File: config.mk
export PLATFORM = sky130hd
export DESIGN_NAME = dummy_pipe
export DESIGN_NICKNAME = d
export VERILOG_FILES = /design/src/rtl/dummy_pipe.sv
export SDC_FILE = /design/constraint.sdc
export NUM_CORES = 1
export LEC_CHECK = 0
export CORE_ASPECT_RATIO = 0.5
export CORE_UTILIZATION = 35
export CTS_CLUSTER_SIZE = 28
export DETAILED_ROUTE_END_ITERATION = 10
export PLACE_DENSITY = 0.59
export SETUP_SLACK_MARGIN = 0.4
export SLEW_MARGIN = 20
export SYNTH_ARGS = -nofsm -noshare
export SYNTH_HDL_FRONTEND = slang
export SYNTH_SLANG_ARGS = --single-unit
File: constraint.sdc
create_clock -name clk_i -period 7.1 [get_ports clk_i]
set_clock_uncertainty 0.05 [all_clocks]
set_input_delay 1.065 -clock clk_i [delete_from_list [all_inputs] [get_ports clk_i]]
set_output_delay 1.065 -clock clk_i [all_outputs]
set_load 0.01 [all_outputs]
File: src/rtl/dummy_pipe.sv
// dummy_pipe: DEPTH-entry FIFO pipeline stage with a valid/ready handshake on both sides.
// Define DUMMY_PIPE_STATS_EN to add the xfer_cnt_o output-transfer counter.
module dummy_pipe #(
  parameter int unsigned DATA_W = 128,
  parameter int unsigned DEPTH  = 4
) (
  input  logic                       clk_i,
  input  logic                       reset_i,
  input  logic [DATA_W-1:0]          data_in_i,
  input  logic                       valid_in_i,
  output logic                       ready_out_o,
  output logic [DATA_W-1:0]          data_out_o,
  output logic                       valid_out_o,
  input  logic                       ready_in_i,
  output logic [$clog2(DEPTH+1)-1:0] level_o
`ifdef DUMMY_PIPE_STATS_EN
  ,
  output logic [31:0]                xfer_cnt_o
`endif
);

  localparam int unsigned LVL_W = $clog2(DEPTH + 1);
  localparam int unsigned PTR_W = (DEPTH > 1) ? $clog2(DEPTH) : 1;
  localparam logic [PTR_W-1:0] PTR_LAST = PTR_W'(DEPTH - 1);
  localparam logic [LVL_W-1:0] LVL_FULL = LVL_W'(DEPTH);

  logic [DATA_W-1:0] mem_q [DEPTH];
  logic [DATA_W-1:0] mem_d [DEPTH];
  logic [PTR_W-1:0]  wr_ptr_q, wr_ptr_d;
  logic [PTR_W-1:0]  rd_ptr_q, rd_ptr_d;
  logic [LVL_W-1:0]  level_q, level_d;
  logic              full_q, full_d;
  logic              valid_out_q, valid_out_d;
  logic [DATA_W-1:0] data_out_q, data_out_d;
  logic              push_c;
  logic              pop_c;

  // Readiness is gated by reset directly so nothing is accepted on a reset edge.
  assign ready_out_o = ~full_q & ~reset_i;
  assign valid_out_o = valid_out_q;
  assign data_out_o  = data_out_q;
  assign level_o     = level_q;

  assign push_c = valid_in_i & ready_out_o;
  assign pop_c  = valid_out_q & ready_in_i;

  // Pointer, level and registered head-of-queue computation.
  always_comb begin
    mem_d       = mem_q;
    wr_ptr_d    = wr_ptr_q;
    rd_ptr_d    = rd_ptr_q;
    level_d     = level_q;
    full_d      = full_q;
    valid_out_d = valid_out_q;
    data_out_d  = data_out_q;

    if (push_c) begin
      mem_d[wr_ptr_q] = data_in_i;
      wr_ptr_d        = (wr_ptr_q == PTR_LAST) ? '0 : wr_ptr_q + PTR_W'(1);
    end
    if (pop_c) begin
      rd_ptr_d = (rd_ptr_q == PTR_LAST) ? '0 : rd_ptr_q + PTR_W'(1);
    end

    case ({push_c, pop_c})
      2'b10:   level_d = level_q + LVL_W'(1);
      2'b01:   level_d = level_q - LVL_W'(1);
      default: level_d = level_q;
    endcase

    full_d      = (level_d == LVL_FULL);
    valid_out_d = (level_d != '0);

    // The next head is the slot being written this cycle when the queue was
    // empty, or held exactly one entry that is leaving alongside the push.
    if (!valid_out_d) begin
      data_out_d = '0;
    end else if (push_c && (rd_ptr_d == wr_ptr_q)) begin
      data_out_d = data_in_i;
    end else begin
      data_out_d = mem_q[rd_ptr_d];
    end
  end

  always_ff @(posedge clk_i) begin
    if (reset_i) begin
      wr_ptr_q    <= '0;
      rd_ptr_q    <= '0;
      level_q     <= '0;
      full_q      <= 1'b0;
      valid_out_q <= 1'b0;
      data_out_q  <= '0;
    end else begin
      wr_ptr_q    <= wr_ptr_d;
      rd_ptr_q    <= rd_ptr_d;
      level_q     <= level_d;
      full_q      <= full_d;
      valid_out_q <= valid_out_d;
      data_out_q  <= data_out_d;
    end
  end

  // Storage needs no reset; it is only read through valid pointers.
  always_ff @(posedge clk_i) begin
    mem_q <= mem_d;
  end

`ifdef DUMMY_PIPE_STATS_EN
  logic [31:0] xfer_cnt_q, xfer_cnt_d;

  always_comb begin
    xfer_cnt_d = xfer_cnt_q;
    if (pop_c) begin
      xfer_cnt_d = xfer_cnt_q + 32'd1;
    end
  end

  always_ff @(posedge clk_i) begin
    if (reset_i) begin
      xfer_cnt_q <= '0;
    end else begin
      xfer_cnt_q <= xfer_cnt_d;
    end
  end

  assign xfer_cnt_o = xfer_cnt_q;
`endif

endmodule

Word level (Yosys, flattened, before mapping)
Index checks and enable logic that the tools add are counted.
{ "word_totals": {"ff_bits": 649, "latch_bits": 0, "ram_bits": 0, "rom_bits": 0, "input_bits": 132, "out_inout_bits": 133, "wordCells": 46, "n_memories": 0} }
{ "op_classes": {"n_addsub": 4, "n_mul": 0, "div_mod_pow": 0, "order_cmp": 3, "n_eq_ne": 6, "shifts": 0, "n_mux": 11, "n_bitwise": 8, "n_reduce_logical": 4} }
{ "op_table": {"columns": ["cell", "count"], "rows": [
  ["$bwmux 512", 1],
  ["$mux 128", 4],
  ["$bmux 128 s2", 1],
  ["$demux 128 s2", 1],
  ["$eq 2x2->1 const B", 3],
  ["$ge 3x3->1 const B", 2],
  ["$mux 2", 3],
  ["$not 2->3", 2],
  ["$pmux 3 s2", 1],
  ["$add 2x1->2 const B", 2],
  ["$add 3x1->3 const B", 1],
  ["$and 1x1->1", 3],
  ["$eq 3x3->1 const B", 1],
  ["$lt 3x1->1 const B", 1],
  ["$not 1->1", 3],
  ["$reduce_bool 3->1", 1],
  ["$sub 3x1->3 const B", 1],
  ["$eq 2x1->1 const B", 1],
  ["$eq 2x2->1", 1],
  ["$logic_and 1x1->1", 2],
  ["$reduce_or 2->1", 1]
]} }

Longest topological paths before layout
Gate-level depths: netlist of the first run.
{ "depth": {"word_depth": 8, "depth_mapped": 14, "ltp_nobuf": 11} }

Least setup slack after synthesis of the first run
Ideal clock, no wire load.
{ "synth_timing": {"path_type": "input to register", "from": "input port reset_i", "to": "register mem_q[0] (netlist bit), enable pin", "setup_time_ps": 503, "arrival_time_ps": 4475, "required_time_ps": 6547, "setup_slack_ps": 2071, "stages": 3, "path_buffers": 1, "path_cell_list": "buf_2 -> nor2_2 -> and3_1"} }
{ "synth_between": {"elab_chain_len": 3} }
{ "synth_lines": {"columns": ["item", "line_no", "text"], "rows": [
  ["start, declared", "8", "input logic reset_i,"],
  ["$not 1->1", "39", "assign ready_out_o = ~full_q & ~reset_i;"],
  ["$and 1x1->1", "39", null],
  ["named net ready_out_o", "11", "output logic ready_out_o,"],
  ["$and 1x1->1", "44", "assign push_c = valid_in_i & ready_out_o;"],
  ["end signal, assigned", "105", "mem_q <= mem_d;"],
  ["end, declared", "27", "logic [DATA_W-1:0] mem_q [DEPTH];"]
]} }
The timed path passes the listed nets, and every way through them passes these cells.
A chain may end at the register's enable or synchronous reset.

Worst setup path in the final report of the first run
{ "layout_timing": {"from": "input port reset_i", "to": "register data_out_q[125], in the netlist data_out_o[125]"} }
{ "layout_between": {"elab_chain_len": 8} }
{ "layout_lines": {"columns": ["item", "line_no", "text"], "rows": [
  ["$not 1->1", "39", null],
  ["$and 1x1->1", "39", null],
  ["$and 1x1->1", "44", null],
  ["$eq 2x1->1 or $eq 2x2->1 (tied branches)", "65", "case ({push_c, pop_c})"],
  ["$pmux 3 s2", "65", null],
  ["$reduce_bool 3->1", "72", "valid_out_d = (level_d != '0);"],
  ["$not 1->1 (no source line)", null, null],
  ["$reduce_or 2->1 (no source line)", null, null],
  ["end signal, assigned", "99", "data_out_q <= data_out_d;"],
  ["end, declared", "34", "logic [DATA_W-1:0] data_out_q, data_out_d;"]
]} }
Parallel ways exist; a longest one is shown, timed or not.

==> PnR_summary.wiki, run 1 <==
{| class="wikitable"
! Metric !! Value
|-
| Static Leakage || 0.009464 uW
|-
| Flip-flop and latch count after synthesis || 649
|-
| Synth area leader || sky130_fd_sc_hd__edfxtp_1
|-
| Combinational family with the most area after synthesis || multiplexers
|-
| Area growth from synthesis to final layout || 24.66%
|-
| R2r setup slk || 3580 ps
|-
| Number of buffers on the longest clock path || 3
|-
| Clock insertion delay at the later pin of the skew report || 590 ps
|-
| Synth Cell Area || 22820 um2
|-
| Simple-gate area share of the yosys netlist || 0.4824%
|-
| Status || finished clean
|-
| Inserted Clock Buffers || 59
|-
| Maximum number of pins on one net before global-route repair || 131
|-
| Measured slew at the worst slew-check pin || 1095 ps
|-
| Maximum frequency from static timing analysis || 229.6 MHz
|-
| Arithmetic-cell share of the synthesized area counting full adders, half adders and majority gates || 0.4166%
|-
| HPWL after detailed placement || 27080 um
|-
| Placeable Area || 63760 um2
|-
| Share of the clock period used by the worst path after layout || 61.35%
|-
| Most frequently used cell type in the post-synthesis netlist || sky130_fd_sc_hd__edfxtp_1
|-
| Num Clock Sinks || 649
|-
| CTS Hold Buffers Added || 0
|-
| Number of nets in the synthesized netlist || 1148
|-
| Max-slew violations || 0
|-
| Required time of the critical path || 7580 ps
|-
| CTS tree || built
|-
| Share of synthesized area spent on multiplexers || 12.78%
|-
| Average detailed-routed wire length per instance || 21.78 um
|-
| Unrepaired setup endpoints after global routing || false
|-
| Fraction of final layout cells sized beyond drive strength 1 || 18.57%
|-
| Max-cap viol count || 0
|-
| Number of DRC violations after detailed-routing iteration 0 || 777
|-
| Per-instance average area after synthesis || 22.62 um2
|-
| Share of the synthesized area in compound gates (AO/OA/AOI/OAI) || 5.109%
|-
| # H-tree levels || 2
|-
| Crit. End Element || flop
|-
| Count of yosys warnings during synthesis || 0
|-
| Root cell of the clock tree || sky130_fd_sc_hd__clkbuf_16
|-
| # fillers || 5395
|-
| Final period demand of the worst path || 4356 ps
|-
| Number of standard-cell rows in the floorplan || 65
|-
| Aggregate routed wire length || 48200 um
|-
| Ys async rst share || 0%
|-
| Cells after Synth || 1009
|-
| Top cell type's share of synthesized area || 67.36%
|-
| Maximum net fanout on the critical path || 64
|-
| Top cells by area, synth || sky130_fd_sc_hd__edfxtp_1 67%, sky130_fd_sc_hd__mux4_2 13%, sky130_fd_sc_hd__dfxtp_1 12%, sky130_fd_sc_hd__a22o_1 4.9%, sky130_fd_sc_hd__buf_2 0.66%
|-
| Startpoint of the worst hold path || level_o[1]$_SDFF_PP0_
|-
| Setup TNS after final layout || 0 ps
|-
| Die footprint || 66300 um2
|-
| End point of the worst hold path || level_o[1]$_SDFF_PP0_
|-
| Number of instances resized during post-cts repair || 0
|-
| Critical path arrival || 4830 ps
|-
| Power density relative to cell area || 328.0 nW/um2
|-
| Vias in the first global route || 11530
|-
| Reg2reg start || full_q$_SDFF_PP0_
|-
| Clock slew seen by the registers of the worst setup and hold paths || 60 ps
|-
| Synth Flop Type || sky130_fd_sc_hd__edfxtp_1
|-
| Relative slew slack || 26.99%
|-
| Residual DRC count || 0
|-
| XOR/XNOR Fraction of Synth Area || 0.1535%
|-
| Cell depth of the worst flop-to-flop path || 11
|-
| Antenna-violating nets left || 0
|-
| Initial cell density of the core || 35.79%
|-
| Leading cell types by count after synthesis || 512 x sky130_fd_sc_hd__edfxtp_1, 137 x sky130_fd_sc_hd__dfxtp_1, 128 x sky130_fd_sc_hd__a22o_1, 128 x sky130_fd_sc_hd__mux4_2, 30 x sky130_fd_sc_hd__buf_2
|-
| Die X || 363.1 um
|-
| Setup violations, final || 0
|-
| Max VDD drop || 0.2011 mV
|-
| Number of flops mapped to enable cells by yosys || 512
|-
| Final Hold Violating Endpoints || 0
|-
| 1st-pass router iterations || 5
|-
| Number of antenna violations at the first check in global routing || 1
|-
| Global-route wire length before repair || 72550 um
|-
| Count of pins on the block boundary || 265
|-
| Routed via count || 10740
|-
| Remaining global-route overflow || 0
|-
| Post-CTS Setup Inserts || 0
|-
| Sequential area share after synthesis || 79.38%
|-
| Worst Setup Start Kind || input pin
|-
| Global placer's final weighted congestion || 0.7292
|-
| Share of the core filled with cells in the final layout || 44.62%
|-
| Number of distinct library cells after synthesis || 30
|-
| Classification of the worst setup path || input pin to flop
|-
| Routed vias/inst || 4.855
|-
| Worst hold stages || 2
|-
| Total GRT Usage || 14.45%
|-
| Type of the most critical hold path || flop to flop
|-
| Vert. Die Dim || 182.6 um
|-
| Worst Setup SP || reset_i
|-
| Capture point of the worst reg-to-reg path || data_out_o[125]$_SDFF_PP0_
|-
| Port bufs || 264
|-
| Total Nets Final || 1429
|}
cells by family (layout without fill, tap and decap cells):
logic type / count (synthesis) / after routing
flops: 649 / 649
buf+inv: 63 / 395
other cells: 0 / 1
xor+xnor: 4 / 4
mux: 131 / 131
compound gates: 134 / 134
fa+ha+maj: 7 / 7
simple gates: 21 / 21
area by class of cell:
class,count,area [um2],share of cell area [%]
sequential,649,18120,63.68
multi-input combinational,297,4374,15.37
timing repair buffer,277,2823,9.921
clock buffer,85,1694,5.954
tap,871,1090,3.830
clock inverter,27,329.1,1.157
inverter,6,22.52,0.07916
antenna,1,2.502,0.008795
per-layer routing:
metal,routed length (um),global-route usage [%]
met5,0,0
met2,27160,27.14
met1,18620,17.12
met3,1458,2.184
met4,964,4.017
critical path, stage by stage:
cell and delay, ps:
sky130_fd_sc_hd__clkdlybuf4s50_1 570, sky130_fd_sc_hd__nor2_2 280, sky130_fd_sc_hd__and2_1 230, sky130_fd_sc_hd__inv_2 90, sky130_fd_sc_hd__ha_1 240, sky130_fd_sc_hd__fa_1 380, sky130_fd_sc_hd__xnor2_1 150, sky130_fd_sc_hd__nor3_1 220
sky130_fd_sc_hd__o31ai_1 170, sky130_fd_sc_hd__nor4_4 320, sky130_fd_sc_hd__buf_4 730, sky130_fd_sc_hd__a22o_1 270
sequential cells by signal (all words and copies together) (netlist names):
register and cells:
valid_out_o 1, data_out_o 128, level_o 3, rd_ptr_q 2, mem_q 512, wr_ptr_q 2
full_q 1
cells in the final DEF, fill, tap and decap left out, drive strengths merged, types with 2 or more instances in the layout:
master / count
xnor2: 3
clkbuf: 85
clkdlybuf4s50: 264
buf: 13
a22o: 128
and3: 4
mux4: 128
dfxtp: 137
nor2: 9
o31ai: 2
nand2: 2
clkinv: 15
inv: 10
edfxtp: 512
nor3: 3
bufinv: 7
mux2i: 3
ha: 6
how the worst max path moves through the flow:
stage                                      end  slack (ps)  cells past startpoint
finish              data_out_o[125]$_SDFF_PP0_        2740                     12
global route         data_out_o[53]$_SDFF_PP0_        2590                     12
CTS                 data_out_o[125]$_SDFF_PP0_        2790                     12
detailed placement  data_out_o[125]$_SDFF_PP0_        2170                     12
global placement    data_out_o[119]$_SDFF_PP0_        2300                     13
floorplan                   mem_q[0]$_DFFE_PP_        2070                      3
where the power goes:
part | internal, uW | switching [uW] | total (uW)
combinational | 842 | 735 | 1580
sequential | 4410 | 89.9 | 4500
clock | 1920 | 1340 | 3250
metrics by stage:
stage	setup slack, ps	hold slack, ps	instance area [um2]	total power [uW]	cells
after detailed placement	2166	535.1	26400	6200	2099
after global placement	2304	512.0	26400	6174	2099
after floorplan	2071	479.0	22820	5492	1009
after CTS	2787	546.8	28420	9467	2211
after global routing	2592	587.3	28450	9702	2213
final	2744	542.3	28450	9331	2213
Note: power is estimated with default switching activity, not from simulation.
==> run 2, diff against run 1 <==
==> constraint.sdc (replaced) <==
create_clock -name clk_i -period 4.5 [get_ports clk_i]
set_clock_uncertainty 0.05 [all_clocks]
set_input_delay 0.675 -clock clk_i [delete_from_list [all_inputs] [get_ports clk_i]]
set_output_delay 0.675 -clock clk_i [all_outputs]
set_load 0.01 [all_outputs]
==> run 2 against run 1 <==
Combinational power is 59% higher. Register-to-register slack worse by 2400 ps. Setup slack lost 1800 ps. Global-route usage is 0.28 points higher. Final area barely moved. Largest power group unchanged.
==> PnR_summary.wiki, run 2 (synthesis results as in run 1) <==
{| class="wikitable"
! Metric !! Value
|-
| Remaining global-route overflow || 0 (unchanged)
|-
| Required time of the critical path || 4970 ps (-2610 ps)
|-
| Fraction of final layout cells sized beyond drive strength 1 || 17.67% (-0.89 points)
|-
| Unrepaired setup endpoints after global routing || false
|-
| Area of the multi-input gates || 4374 um2 (unchanged)
|-
| Relative slew slack || 36.36% (+9.4 points)
|-
| Setup TNS after final layout || 0 ps (unchanged)
|-
| Share of the clock period used by the worst path after layout || 79.76%
|-
| Power density relative to cell area || 512.4 nW/um2 (+56%)
|-
| Total GRT Usage || 14.72% (+0.28 points)
|-
| Number of instances resized during post-cts repair || 0 (unchanged)
|-
| Smallest hold slack || 567.3 ps (+24.98 ps)
|-
| CTS tree || built
|-
| Area growth from synthesis to final layout || 24.63% (about the same)
|-
| Initial cell density of the core || 35.79% (unchanged)
|-
| Routed vias/inst || 4.880 (+0.51%)
|-
| Worst Setup Start Kind || input pin
|-
| # H-tree levels || 2 (unchanged)
|-
| Residual DRC count || 0 (unchanged)
|-
| Setup violations, final || 0 (unchanged)
|-
| Number of standard-cell rows in the floorplan || 65 (unchanged)
|-
| Total Nets Final || 1431 (+0.14%)
|-
| Proportion of power drawn by flip-flops and latches || 48.9% (+0.7 points)
|-
| Measured slew at the worst slew-check pin || 954.6 ps (-140.6 ps)
|-
| Clock slew seen by the registers of the worst setup and hold paths || 60 ps (about the same)
|-
| Final Hold Violating Endpoints || 0 (unchanged)
|-
| Global-route wire length before repair || 73680 um (+1.6%)
|-
| Global placer's final weighted congestion || 0.7159 (-1.8%)
|-
| Root cell of the clock tree || sky130_fd_sc_hd__clkbuf_16
|-
| Flip-flop count of the largest register, all copies and words added || 512 (unchanged)
|-
| Type of the most critical hold path || flop to flop
|-
| Port bufs || 264 (unchanged)
|-
| Vias in the first global route || 11530 (+0.017%)
|-
| Register name with the most flops || mem_q
|-
| Number of buffers on the longest clock path || 3 (unchanged)
|-
| Sequential cell area || 18120 um2 (unchanged)
|-
| Placeable Area || 63760 um2 (unchanged)
|-
| Static Leakage || 0.009422 uW (-0.44%)
|-
| 1st-pass router iterations || 4 (-1)
|-
| Critical path arrival || 4060 ps (-770 ps)
|-
| Die footprint || 66300 um2 (unchanged)
|-
| Maximum frequency from static timing analysis || 278.6 MHz
|-
| Most common cell after layout, fill and taps aside || sky130_fd_sc_hd__edfxtp_1
|-
| Maximum number of pins on one net before global-route repair || 130 (-0.76%)
|-
| Average detailed-routed wire length per instance || 22.03 um (+1.2%)
|-
| Combinational power share || 17.3% (+0.4 points)
|-
| Startpoint of the worst hold path || wr_ptr_q[1]$_SDFFE_PP0P_
|-
| Classification of the worst setup path || input pin to flop
|-
| Vert. Die Dim || 182.6 um (unchanged)
|-
| Total design power || 14570 uW (+56%)
|-
| Clock group share of total power || 33.9% (-1.0 points)
|-
| Aggregate routed wire length || 48850 um (+1.3%)
|-
| Reg2reg start || full_q$_SDFF_PP0_
|-
| Die X || 363.1 um (unchanged)
|-
| Post-CTS Setup Inserts || 0 (unchanged)
|-
| Library cell contributing the largest single delay on the critical path || sky130_fd_sc_hd__buf_12
|-
| Internal power consumption || 11170 uW (+56%)
|-
| Crit. End Element || flop
|-
| CTS Hold Buffers Added || 0 (unchanged)
|-
| Antenna-violating nets left || 0 (unchanged)
|-
| HPWL after detailed placement || 27820 um (+2.7%)
|-
| # fillers || 5422 (+0.50%)
|-
| Inserted Clock Buffers || 58 (-1.7%)
|-
| Max-slew violations || 0 (unchanged)
|-
| Routed via count || 10820 (+0.69%)
|-
| Power dissipated by switching net loads || 3401 uW (+57%)
|-
| CP cell instances || clkdlybuf4s50_1 > nor2_2 > and2_1 > inv_2 > ha_1 > fa_1 > xnor2_1 > nor3_1 > o31ai_1 > nor4_4 > buf_12 > a22o_1
|-
| Maximum net fanout on the critical path || 128 (+100%)
|-
| Net switching fraction of the power || 23.34% (+0.16 points)
|-
| Number of DRC violations after detailed-routing iteration 0 || 727 (-6.4%)
|-
| CP peak stage delay || 570 ps (-160 ps)
|-
| Worst Setup SP || reset_i
|-
| Count of pins on the block boundary || 265 (unchanged)
|-
| Most used cells in the layout excluding fill and tap cells || 512 x sky130_fd_sc_hd__edfxtp_1, 264 x sky130_fd_sc_hd__clkdlybuf4s50_1, 137 x sky130_fd_sc_hd__dfxtp_1, 128 x sky130_fd_sc_hd__mux4_2, 128 x sky130_fd_sc_hd__a22o_1
|-
| Max VDD drop || 0.3463 mV (+72%)
|-
| Final period demand of the worst path || 3589 ps
|-
| Clock insertion delay at the later pin of the skew report || 590 ps (about the same)
|-
| Num Clock Sinks || 649 (unchanged)
|-
| Number of antenna violations at the first check in global routing || 5 (+4)
|-
| Status || finished clean
|-
| Max-cap viol count || 0 (unchanged)
|}
-- run 2: cell types whose count changed in the layout (fill, tap and decap cells not counted), sizes merged --
| cell | delta |
|---|---|
| clkbuf | +7 |
| buf | +3 |
| bufinv | -2 |
| clkinv | -5 |
| inv | -3 |
| diode | +4 |
-- run 2: final timing paths --
| path | endpoint | slack, ps | depth (start not counted) |
|---|---|---|---|
| max reg2reg | data_out_o[120]$_SDFF_PP0_ | 1190 | 11 |
| max | data_out_o[120]$_SDFF_PP0_ | 910 | 12 |
| min reg2reg | wr_ptr_q[1]$_SDFFE_PP0P_ | 570 | 2 |
| min | wr_ptr_q[1]$_SDFFE_PP0P_ | 570 | 2 |
-- run 2: worst max-delay path, delay by kind of cell --
kind	cells	cell delay (ps)
buf+inv	3	1090
simple gates	4	910
fa+ha+maj	2	650
compound gates	2	430
xor+xnor	1	170
-- run 2: through the flow --
stage | cells | setup WS (ps) | area (um2) | utilization [%]
final | 2217 | 910.8 | 28440 | 44.61
after global routing | 2217 | 772.7 | 28440 | 44.61
after CTS | 2212 | 949.4 | 28430 | 44.59
after detailed placement | 2103 | 364.3 | 26530 | 41.61
after global placement | 2103 | 356.0 | 26530 | 41.61
after floorplan | 1009 | 1088 | 22830 | -
-- run 2: layer usage --
metal / wire (um) / track usage, % / vias up
met3: 1439 / 2.223 / 81
met1: 18840 / 17.35 / 5786
met2: 27340 / 27.55 / 150
met5: 0 / 0 / -
met4: 1228 / 4.591 / 0
li1: - / - / 4801
-- run 2: power groups by stage --
stage / combinational, uW / sequential [uW] / clock (uW)
floorplan: 1290 / 7360 / 0
global placement: 2540 / 7250 / 0
detailed placement: 2570 / 7260 / 0
CTS: 2590 / 7130 / 5050
global route: 2690 / 7160 / 5300
finish: 2520 / 7120 / 4930
-- run 2: area by class of cell --
type	instances	area share [%]
clock inverters	17	0.7478
diodes	5	0.04399
well taps	871	3.831
inverters	6	0.07918
repair buffers	280	10.28
clock buffers	92	5.943
multi-input cells	297	15.38
flip-flops and latches	649	63.69
==> run 3, diff against run 2 <==
--- a/config.mk
+++ b/config.mk
@@ -9,7 +9,7 @@
 export CORE_UTILIZATION = 35
 export CTS_CLUSTER_SIZE = 28
 export DETAILED_ROUTE_END_ITERATION = 10
-export PLACE_DENSITY = 0.59
+export PLACE_DENSITY = 0.61
 export SETUP_SLACK_MARGIN = 0.4
 export SLEW_MARGIN = 20
 export SYNTH_ARGS = -nofsm -noshare
==> constraint.sdc (replaced) <==
create_clock -name clk_i -period 3.08 [get_ports clk_i]
set_clock_uncertainty 0.05 [all_clocks]
set_input_delay 0.462 -clock clk_i [delete_from_list [all_inputs] [get_ports clk_i]]
set_output_delay 0.462 -clock clk_i [all_outputs]
set_load 0.01 [all_outputs]
==> run 3 against run 2 <==
Die area is the same. Critical path type is now flop to flop. Final area is 4.3% higher. Worst hold slack worse by 300 ps. Cell count rose by 3.2%. Power is 53% higher. Critical endpoint is now data_out_o[78]$_SDFF_PP0_. Non-clock buffer count up 66. Combinational power increased by 80%. Setup slack worse by 640 ps. Largest power group unchanged. Routed wire length rose by 12%.
==> PnR_summary.wiki, run 3 (synthesis results as in run 1) <==
{| class="wikitable"
! Metric !! Value
|-
| Status || finished clean
|-
| Unrepaired setup endpoints after global routing || true
|-
| Power density relative to cell area || 750.6 nW/um2 (+46%)
|-
| Fraction of final layout cells sized beyond drive strength 1 || 22.77% (+5.1 points)
|-
| Vias in the first global route || 11990 (+3.9%)
|-
| Total design power || 22280 uW (+53%)
|-
| CTS tree || built
|-
| CTS Hold Buffers Added || 0 (unchanged)
|-
| Total Nets Final || 1500 (+4.8%)
|-
| Setup violations, final || 0 (unchanged)
|-
| Num Clock Sinks || 649 (unchanged)
|-
| Number of buffers on the longest clock path || 3 (unchanged)
|-
| Remaining global-route overflow || 0 (unchanged)
|-
| Global placer's final weighted congestion || 0.7471 (+4.4%)
|-
| Clock insertion delay at the later pin of the skew report || 590 ps (about the same)
|-
| Number of antenna violations at the first check in global routing || 9 (+4)
|-
| Maximum number of pins on one net before global-route repair || 52 (-60%)
|-
| Relative slew slack || 21.79% (-15 points)
|-
| Required time of the critical path || 3500 ps (-1470 ps)
|-
| Area growth from synthesis to final layout || 30.04%
|-
| Max-cap viol count || 0 (unchanged)
|-
| Average detailed-routed wire length per instance || 23.85 um (+8.2%)
|-
| Clock slew seen by the registers of the worst setup and hold paths || 60 ps (about the same)
|-
| Library cell contributing the largest single delay on the critical path || sky130_fd_sc_hd__fa_2
|-
| Crit. End Element || flop
|-
| Most used cells in the layout excluding fill and tap cells || 512 x sky130_fd_sc_hd__edfxtp_1, 263 x sky130_fd_sc_hd__clkdlybuf4s50_1, 136 x sky130_fd_sc_hd__dfxtp_1, 128 x sky130_fd_sc_hd__mux4_2, 128 x sky130_fd_sc_hd__a22o_1
|-
| Final period demand of the worst path || 2809 ps
|-
| Inserted Clock Buffers || 58 (unchanged)
|-
| Static Leakage || 0.01001 uW (+6.3%)
|-
| Share of the core filled with cells in the final layout || 46.55% (+1.9 points)
|-
| Placeable Area || 63760 um2 (unchanged)
|-
| Type of the most critical hold path || input pin to flop
|-
| Antenna-violating nets left || 0 (unchanged)
|-
| Count of pins on the block boundary || 265 (unchanged)
|-
| Max-slew violations || 0 (unchanged)
|-
| # H-tree levels || 2 (unchanged)
|-
| Root cell of the clock tree || sky130_fd_sc_hd__clkbuf_16
|-
| Classification of the worst setup path || flop to flop
|-
| Number of buffers and inverters on the critical path || 3 (unchanged)
|-
| Global-route wire length before repair || 75290 um (+2.2%)
|-
| CP peak stage delay || 360 ps (-210 ps)
|-
| Die X || 363.1 um (unchanged)
|-
| Final cell count without fillers || 2288 (+3.2%)
|-
| Flip-flop count of the largest register, all copies and words added || 512 (unchanged)
|-
| Max VDD drop || 0.4544 mV (+31%)
|-
| Residual DRC count || 0 (unchanged)
|-
| Family with the most delay on the worst path || compound AO/OA/AOI/OAI gates
|-
| HPWL after detailed placement || 31410 um (+13%)
|-
| Measured slew at the worst slew-check pin || 1165 ps (+210.1 ps)
|-
| Number of DRC violations after detailed-routing iteration 0 || 894 (+23%)
|-
| Initial cell density of the core || 35.79% (unchanged)
|-
| Routed vias/inst || 4.983 (+2.1%)
|-
| Aggregate routed wire length || 54560 um (+12%)
|-
| Vert. Die Dim || 182.6 um (unchanged)
|-
| Number of standard-cell rows in the floorplan || 65 (unchanged)
|-
| Final Hold Violating Endpoints || 0 (unchanged)
|-
| Share of the clock period used by the worst path after layout || 91.20%
|-
| CP most frequent cell || sky130_fd_sc_hd__inv_4
|-
| Port bufs || 264 (unchanged)
|-
| Critical path arrival || 3230 ps (-830 ps)
|-
| Total GRT Usage || 15.03% (+0.31 points)
|-
| Number of placed cells counting well taps || 2143 (+1.9%)
|-
| Total stage count of the critical path || 12 (unchanged)
|-
| Worst Setup Start Kind || flop
|-
| CP cell instances || nor2_4 > and2_4 > inv_4 > ha_4 > fa_2 > xnor2_2 > o21a_1 > o31ai_4 > inv_4 > o31a_4 > clkbuf_16 > a22o_1
|-
| Maximum frequency from static timing analysis || 356.0 MHz
|-
| 1st-pass router iterations || 5 (+1)
|-
| Maximum net fanout on the critical path || 7 (-95%)
|-
| Worst hold stages || 3 (+1)
|-
| Register name with the most flops || mem_q
|-
| Cell depth of the worst flop-to-flop path || 12 (+1)
|-
| Routed via count || 11400 (+5.4%)
|-
| Die footprint || 66300 um2 (unchanged)
|-
| Most common cell after layout, fill and taps aside || sky130_fd_sc_hd__edfxtp_1
|}
[run 3: final cells by class]
| type | count | area [um2] |
|---|---|---|
| antenna | 7 | 17.52 |
| clock buffer | 86 | 1668 |
| clock inverter | 23 | 269.0 |
| fill | 5254 | 34080 |
| inverter | 6 | 27.53 |
| multi-input combinational | 300 | 4509 |
| sequential | 649 | 18120 |
| tap | 871 | 1090 |
| timing repair buffer | 346 | 3979 |
[run 3: worst paths after layout]
path | from | slack (ps) | end
worst max-delay path | full_q$_SDFF_PP0_ | 270 | data_out_o[78]$_SDFF_PP0_
worst min register to register | wr_ptr_q[1]$_SDFFE_PP0P_ | 540 | wr_ptr_q[1]$_SDFFE_PP0P_
worst max register to register | full_q$_SDFF_PP0_ | 270 | data_out_o[78]$_SDFF_PP0_
worst min-delay path | reset_i | 270 | full_q$_SDFF_PP0_
[run 3: worst register-to-register path, delay by kind of cell, from the launching register on]
kind / cells / cell delay [ps]
AO/OA/AOI/OAI: 4 / 1010
XOR/XNOR: 1 / 160
buffers and inverters: 3 / 390
AND/OR/NAND/NOR: 2 / 240
flip-flops: 1 / 330
adder cells (fa/ha/maj): 2 / 510
[run 3: what timing repair did]
action / CTS / global route
gates cloned: 1 / 23
setup buffers: 2 / 3
pin swaps: 2 / 79
resized for setup: 4 / 21
setup endpoints to repair: 128 / 128
[run 3: per-stage QoR]
step                      hold slack (ps)  area (um2)  setup TNS, ps  setup WS, ps
final                               268.4       29680              0         271.0
after global routing                251.5       29680              0         202.2
after CTS                           450.0       29120              0         317.9
after detailed placement            534.0       27120         -35790        -335.1
after global placement              506.1       27120         -33810        -280.2
after floorplan                     476.7       22920              0         207.8
[run 3: metal layers]
layer | GRT usage (%) | vias up | part of all wire (%)
li1 | - | 4961 | -
met1 | 18.10 | 6139 | 40
met2 | 27.65 | 228 | 54
met3 | 2.370 | 68 | 3.6
met4 | 4.574 | 4 | 2.0
met5 | 0 | - | 0.049
[run 3: where the power goes]
| part | switching [uW] | internal, uW | total (uW) |
|---|---|---|---|
| clock | 3080 | 4250 | 7320 |
| sequential | 241 | 10200 | 10400 |
| combinational | 2050 | 2490 | 4540 |
